==> config.mk <==
export PLATFORM = sky130hd
export DESIGN_NAME = opcode_fetch
export DESIGN_NICKNAME = d
export VERILOG_FILES = /design/src/rtl/opcode_fetch.sv
export SDC_FILE = /design/constraint.sdc
export NUM_CORES = 1
export LEC_CHECK = 0
export ABC_AREA = 1
export CORE_MARGIN = 2
export CORE_UTILIZATION = 44
export DETAILED_ROUTE_END_ITERATION = 10
export PLACE_DENSITY = 0.77
export SLEW_MARGIN = 20
export SYNTH_ARGS = -nofsm -noshare
export SYNTH_HDL_FRONTEND = slang
export SYNTH_SLANG_ARGS = --single-unit
==> constraint.sdc <==
create_clock -name clk -period 1.3 [get_ports clk]
set_input_delay 0.13 -clock clk [delete_from_list [all_inputs] [get_ports clk]]
set_output_delay 0.13 -clock clk [all_outputs]
set_load 0.03 [all_outputs]
==> src/rtl/opcode_fetch.sv <==
// Byte-serial instruction fetcher: assembles opcode, CB prefix and
// immediates into one decoded bundle handed off with a valid/ready handshake.
module opcode_fetch (
    input  logic        clk,
    input  logic        rst,
    output logic [15:0] mem_addr,
    output logic        mem_rd,
    input  logic [7:0]  mem_rdata,
    input  logic        mem_ack,
    input  logic        pc_load,
    input  logic [15:0] pc_load_val,
    output logic        op_valid,
    input  logic        op_ready,
    output logic [7:0]  op_byte,
    output logic        op_cb,
    output logic [15:0] op_imm,
    output logic [1:0]  op_len,
    output logic [15:0] op_pc
);

    localparam logic [2:0] FETCH_OP = 3'd0;
    localparam logic [2:0] FETCH_CB = 3'd1;
    localparam logic [2:0] FETCH_LO = 3'd2;
    localparam logic [2:0] FETCH_HI = 3'd3;
    localparam logic [2:0] HOLD     = 3'd4;

    logic [2:0]  state;
    logic [15:0] pc;
    logic        hi_pend;
    logic [7:0]  byte_q;
    logic        cb_q;
    logic [15:0] imm_q;
    logic [1:0]  len_q;
    logic [15:0] opc_pc;

    function automatic logic is_imm8(input logic [7:0] b);
        case (b)
            8'h06, 8'h0E, 8'h16, 8'h1E, 8'h26, 8'h2E, 8'h36, 8'h3E,
            8'h10, 8'h18, 8'h20, 8'h28, 8'h30, 8'h38,
            8'hC6, 8'hCE, 8'hD6, 8'hDE, 8'hE6, 8'hEE, 8'hF6, 8'hFE,
            8'hE0, 8'hE8, 8'hF0, 8'hF8: is_imm8 = 1'b1;
            default:                    is_imm8 = 1'b0;
        endcase
    endfunction

    function automatic logic is_imm16(input logic [7:0] b);
        case (b)
            8'h01, 8'h11, 8'h21, 8'h31, 8'h08,
            8'hC2, 8'hC3, 8'hCA, 8'hD2, 8'hDA,
            8'hC4, 8'hCC, 8'hCD, 8'hD4, 8'hDC,
            8'hEA, 8'hFA: is_imm16 = 1'b1;
            default:      is_imm16 = 1'b0;
        endcase
    endfunction

    always_ff @(posedge clk) begin
        if (rst) begin
            state   <= FETCH_OP;
            pc      <= 16'h0000;
            hi_pend <= 1'b0;
            byte_q  <= 8'h00;
            cb_q    <= 1'b0;
            imm_q   <= 16'h0000;
            len_q   <= 2'd0;
            opc_pc  <= 16'h0000;
        end else if (pc_load) begin
            // Redirect wins over any ack or handshake in the same cycle
            state   <= FETCH_OP;
            pc      <= pc_load_val;
            hi_pend <= 1'b0;
            cb_q    <= 1'b0;
            imm_q   <= 16'h0000;
        end else begin
            case (state)
                FETCH_OP: if (mem_ack) begin
                    pc      <= pc + 16'd1;
                    opc_pc  <= pc;
                    byte_q  <= mem_rdata;
                    cb_q    <= 1'b0;
                    imm_q   <= 16'h0000;
                    len_q   <= 2'd1;
                    hi_pend <= is_imm16(mem_rdata);
                    if (mem_rdata == 8'hCB)
                        state <= FETCH_CB;
                    else if (is_imm8(mem_rdata) || is_imm16(mem_rdata))
                        state <= FETCH_LO;
                    else
                        state <= HOLD;
                end
                FETCH_CB: if (mem_ack) begin
                    pc     <= pc + 16'd1;
                    byte_q <= mem_rdata;
                    cb_q   <= 1'b1;
                    len_q  <= 2'd2;
                    state  <= HOLD;
                end
                FETCH_LO: if (mem_ack) begin
                    pc         <= pc + 16'd1;
                    imm_q[7:0] <= mem_rdata;
                    len_q      <= 2'd2;
                    state      <= hi_pend ? FETCH_HI : HOLD;
                end
                FETCH_HI: if (mem_ack) begin
                    pc          <= pc + 16'd1;
                    imm_q[15:8] <= mem_rdata;
                    len_q       <= 2'd3;
                    state       <= HOLD;
                end
                HOLD: if (op_ready) begin
                    state <= FETCH_OP;
                end
                default: state <= FETCH_OP;
            endcase
        end
    end

    // Outputs are forced quiet combinationally so reset holds them from its first cycle
    assign mem_rd   = !rst && (state != HOLD);
    assign mem_addr = rst ? 16'h0000 : pc;
    assign op_valid = !rst && (state == HOLD);
    assign op_byte  = rst ? 8'h00 : byte_q;
    assign op_cb    = !rst && cb_q;
    assign op_imm   = rst ? 16'h0000 : imm_q;
    assign op_len   = rst ? 2'd0 : len_q;
    assign op_pc    = rst ? 16'h0000 : opc_pc;

endmodule

After elaboration in Yosys (flattened, before gate mapping)

Index checks and enable logic that the tools add are counted.
Widths: inputs -> output; s select.

Register bits: 63
Input port bits: 29
Word-level logic and storage cells: 134
Output and inout port bits: 61

Equality and inequality tests: 56
Reduce and logical (&&, ||, !) cells: 28
Bitwise operators: 1
Add/subtract/negate cells: 1
Muxes and demuxes: 39

Operators with widths:

| cell                  | number |
|---|---|
| $eq 8x8->1 const B    | 25 |
| $mux 16               | 7 |
| $eq 8x6->1 const B    | 10 |
| $eq 8x5->1 const B    | 5 |
| $pmux 8 s2            | 2 |
| $reduce_or 26->1      | 1 |
| $mux 3                | 7 |
| $reduce_or 17->1      | 1 |
| $add 16x1->16 const B | 1 |
| $eq 8x4->1 const B    | 2 |
| $mux 8                | 2 |
| $reduce_and 3->1      | 5 |
| $mux 1                | 14 |
| $pmux 3 s4            | 1 |
| $ne 2x2->1 const B    | 5 |
| $reduce_bool 2->1     | 5 |
| $eq 8x1->1 const B    | 1 |
| $eq 8x3->1 const B    | 1 |
| $mux 2                | 4 |
| $reduce_or 2->1       | 4 |
| $eq 3x2->1 const B    | 2 |
| $pmux 2 s3            | 1 |
| $reduce_and 5->1      | 1 |
| $ne 2x1->1 const B    | 2 |
| 13 further kinds      | 16 |

Longest topological paths before layout

Word-level depth: 13
Mapped depth: 11
Depth with buffers taken out: 11

Worst setup path after synthesis

No wires, ideal clock.

Kind: register to output
Start: register state[0]
End: output op_valid
Setup slack: -83 ps
Path buffers: 1
Cell stages (with the launch flop): 5
Data required time: 1170 ps
Arrival: 1253 ps
Path through: dfxtp_1 -> clkbuf_1 -> nor2_1 -> nand2_1 -> nor2_1

Cells in the longest elaborated chain, start to end: 2

Ends and longest elaborated chain:

| element                  | RTL line | RTL |
|---|---|---|
| start: declaration       | 27       | `logic [2:0] state;` |
| start signal: assignment | 101      | `state <= hi_pend ? FETCH_HI : HOLD;` |
| $eq 3x3->1               | 120      | `assign op_valid = !rst && (state == HOLD);` |
| $logic_and 1x1->1        | 120      |  |
| end: declaration         | 12       | `output logic op_valid,` |

No other way between the ends.

Final worst setup path

Start: register pc[0]
End: register pc[8]

Cells in the longest elaborated chain, start to end: 4

Ends and longest elaborated chain:

| element                  | RTL line | RTL |
|---|---|---|
| start: declaration       | 28       | `logic [15:0] pc;` |
| start signal: assignment | 69       | `pc <= pc_load_val;` |
| start signal: assignment | 76       | `pc <= pc + 16'd1;` |
| start signal: assignment | 91       | `pc <= pc + 16'd1;` |
| $add 16x1->16            | n/a      |  |
| $mux 16 (2 in a row)     | n/a      |  |
| $mux 16                  | 66       | `end else if (pc_load) begin` |

No other way between the ends. The select of a mux whose other input is x is not followed.
A chain may end at the register's enable or synchronous reset.

==> summary.md <==
| Metric | Value |
|---|---|
| TritonCTS clock tree | done |
| # nets final | 704 |
| Drt wl/cell | 13.7 µm |
| Switch Pwr | ~1.6 mW |
| FILL cells | 588 |
| Routability cong. | 0.883 |
| IO buf count | 89 |
| Worst r2r path cells | 8 |
| Clk sinks | 63 |
| Post-synthesis cell count | 523 |
| Iter 0 DRT Violations | approximately 210 |
| Most common cell on crit path | nand2_1 |
| Status | finished, violations left |
| Synth warn | 0 |
| Startpoint types | register |
| Slowest CP cell | dfxtp_4 |
| Netlist cell types | 33 |
| Std cell rows | 31 |
| Slew Viols, Final | 0 |
| Crit path arrival time | 1.65 ns |
| Final worst slack | -0.0932 ns |
| Sequential share of the synthesized area | 0.378 |
| Placed insts | between 700 and 800 |
| Fin crit share | 1.07 |
| CP cell instances | ha_4, nand2_4, nor2_4, buf_4, nand2_1, nand2_1, nand3_1, a31oi_1 |
| I/O Pins | 90 |
| FF+latch count, synth | 63 |
| Comb pwr share | 0.220 |
| H-tree levels | 3 |
| CP endpoint kind | register |
| Dominant synthesized flop cell | dfxtp_1 |
| Async set-reset flop share out of synthesis | 0 |
| Cell taking the most area after synthesis | dfxtp_1 |
| CTS Buf Count | 9 |
| Count leader, synth | nor2_1 |
| Core Util, Final | 0.726 |
| Highest Clock Rate | 718 MHz |
| DIE AREA | 8300 µm² |
| Mapped Area | between 3000 and 4000 µm² |
| DRC | 0 |
| Clock Power Share | 0.387 |
| Crit Path Max Fanout | 3 |
| Initial antenna violation count | 0 |
| Sw Share | 0.290 |
| VDD IR max | approximately 520 µV |
| Clock skew | approximately 0.0084 ns |
| CTS clk-pin slew, worst paths | around 0.070 ns |
| Synth top area share | 0.378 |
| Core area | 7290 µm² |
| Clk buf depth | 2 |
| Post-synth EDFFs | 0 |
| Overall Global Routing Usage | 0.245 |
| Leakage | 2.42 nW |
| Routed wire length | 10,700 µm |
| Max-cap violations | 0 |
| DR pass1 iterations | 5 |
| Final instance area | 5300 µm² |
| Post-DP HPWL | 7110 µm |
| Flop pwr share | 0.393 |
| Syn avg cell area | 6.38 µm² |
| Worst setup path category | register to register |
| Internal Power | about 3.8 mW |
| Layout cells sized above 1 | 0.345 |
| Worst-Skew Late Latency | ~0.35 ns |
| Hold path cells | 3 |
| CP max stage delay | 0.37 ns |
| Synth top area cells | dfxtp_1 38%, nor2_1 11%, inv_1 10% |
| Die Ht | approximately 90 µm |
| Hold Slack | 0.227 ns |
| Max transition margin | 0.639 |
| First-pass GRT wire length | ~17,000 µm |
| Hold Path Class | input pin to register |
| Multi-input gate area | between 1500 and 2000 µm² |
| Layout Cells excl Fill | 778 |
| PwrDens | 1010 nW/µm² |
| Placed Instance Area | 4650 µm² |
| Via count | between 3,000 and 4,000 |
| Hold-fix buffers, CTS | 0 |
| Synth top cells by count | 100 x nor2_1, 91 x inv_1, 87 x nand2_1 |
| Post-Syn Nets | approximately 550 |
| Vias in the first global route | 3,847 |
| DP Worst Slack | -0.377 ns |
| ANT cells | 0 |
| Antenna-violating nets left | 0 |
| CTS root buffer | clkbuf_8 |
| Unrepaired setup endpoints after global routing | yes |
| Final setup viols | 13 |
| Worst slew pin tran | 0.540 ns |
| Seq. cell area | about 1300 µm² |
| Die W | between 90 and 100 µm |
| Min cycle time layout | 1.39 ns |
| Via-per-instance ratio | 5.04 |
| Largest net degree at the start of global routing | 33 |
| Hold Violations, Final | 0 |
| Initial Util | 0.458 |
| Grt ovf | 0 |
| Syn-to-layout area delta | 58.7% |
| Violated checks | setup timing |
| Critical path required time | 1.56 ns |
[metrics by stage]
step	setup TNS, ns	power (mW)
6_report	-0.459	5.37
5_1_grt	-2.00	5.59
4_1_cts	-0.112	5.25
3_5_place_dp	-16.77	3.18
3_3_place_gp	-14.75	3.15
2_1_floorplan	-0.0163	2.69
[sequential cells by signal (all words and copies together) (netlist names)]
| register | cells |
|---|---|
| byte_q | 8 |
| cb_q | 1 |
| hi_pend | 1 |
| imm_q | 16 |
| len_q | 2 |
| opc_pc | 16 |
| pc | 16 |
| state | 3 |
[power by group through the flow]
| stage | logic, mW | clock network (mW) | registers (mW) |
|---|---|---|---|
| after floorplan | 0.562 | 0 | 2.13 |
| after global placement | 1.02 | 0 | 2.13 |
| after detailed placement | 1.04 | 0 | 2.14 |
| after CTS | 1.08 | 2.08 | 2.10 |
| after global routing | 1.28 | 2.18 | 2.12 |
| final | 1.18 | 2.08 | 2.11 |
[cells in the final DEF, fill, tap and decap left out, drive strengths merged, types with 3 or more instances in the layout]
cell type | Yosys | layout
clkinv | 0 | 3
dlymetal6s2s | 0 | 4
inv | 94 | 94
nand4 | 4 | 4
nor2 | 105 | 106
nand3 | 23 | 23
nor3 | 5 | 5
dfxtp | 63 | 63
clkbuf | 10 | 10
bufinv | 0 | 3
a31oi | 4 | 4
nand2 | 88 | 88
buf | 11 | 133
a21oi | 45 | 45
a211oi | 8 | 8
o21ai | 40 | 40
clkdlybuf4s50 | 0 | 23
o22ai | 9 | 9
xor2 | 7 | 7
[layer usage]
metal / vias to the layer above / wire length, µm / GRT usage
li1: 1945 / - / -
met1: 1803 / 4280 / 0.286
met2: 141 / 5490 / 0.431
met3: 31 / 650 / 0.0556
met4: 0 / 267 / 0.102
met5: - / 0 / 0
[cells by family (layout without fill, tap and decap cells)]
| kind of cell | after synthesis | after routing | synth area share |
|---|---|---|---|
| AO/OA/AOI/OAI | 110 | 110 | 0.182 |
| XOR/XNOR | 7 | 7 | 0.0184 |
| adder cells (fa/ha/maj) | 1 | 1 | 0.00375 |
| buffers and inverters | 115 | 270 | 0.135 |
| flip-flops | 63 | 63 | 0.378 |
| AND/OR/NAND/NOR | 227 | 228 | 0.283 |
[worst max-delay path, delay by kind of cell, from the launching register on]
family | cells | cell delay (ns)
flip-flops | 1 | 0.37
buffers and inverters | 1 | 0.15
adder cells (fa/ha/maj) | 1 | 0.15
AND/OR/NAND/NOR | 5 | 0.47
AO/OA/AOI/OAI | 1 | 0.18
[final timing paths]
| kind | from | end | slack [ns] |
|---|---|---|---|
| min reg2reg | opc_pc[7] | opc_pc[7] | 0.45 |
| min | mem_rdata[1] | imm_q[1] | 0.23 |
| max | pc[0] | pc[8] | -0.09 |
| max reg2reg | pc[0] | pc[8] | -0.09 |
[area by class of cell]
class / count / area share
Clock buffer: 10 / 0.0241
Clock inverter: 6 / 0.0206
Inverter: 94 / 0.0671
Multi-Input combinational cell: 346 / 0.360
Sequential cell: 63 / 0.245
Tap cell: 99 / 0.0234
Timing Repair Buffer: 160 / 0.261
[what timing repair did]
item	in CTS	in global routing
endpoints found under the setup margin	21	59
gates cloned	1	0
resized for setup	31	97
pin swaps	7	27
setup buffers	4	4
Note: power is estimated with default switching activity, not from simulation.
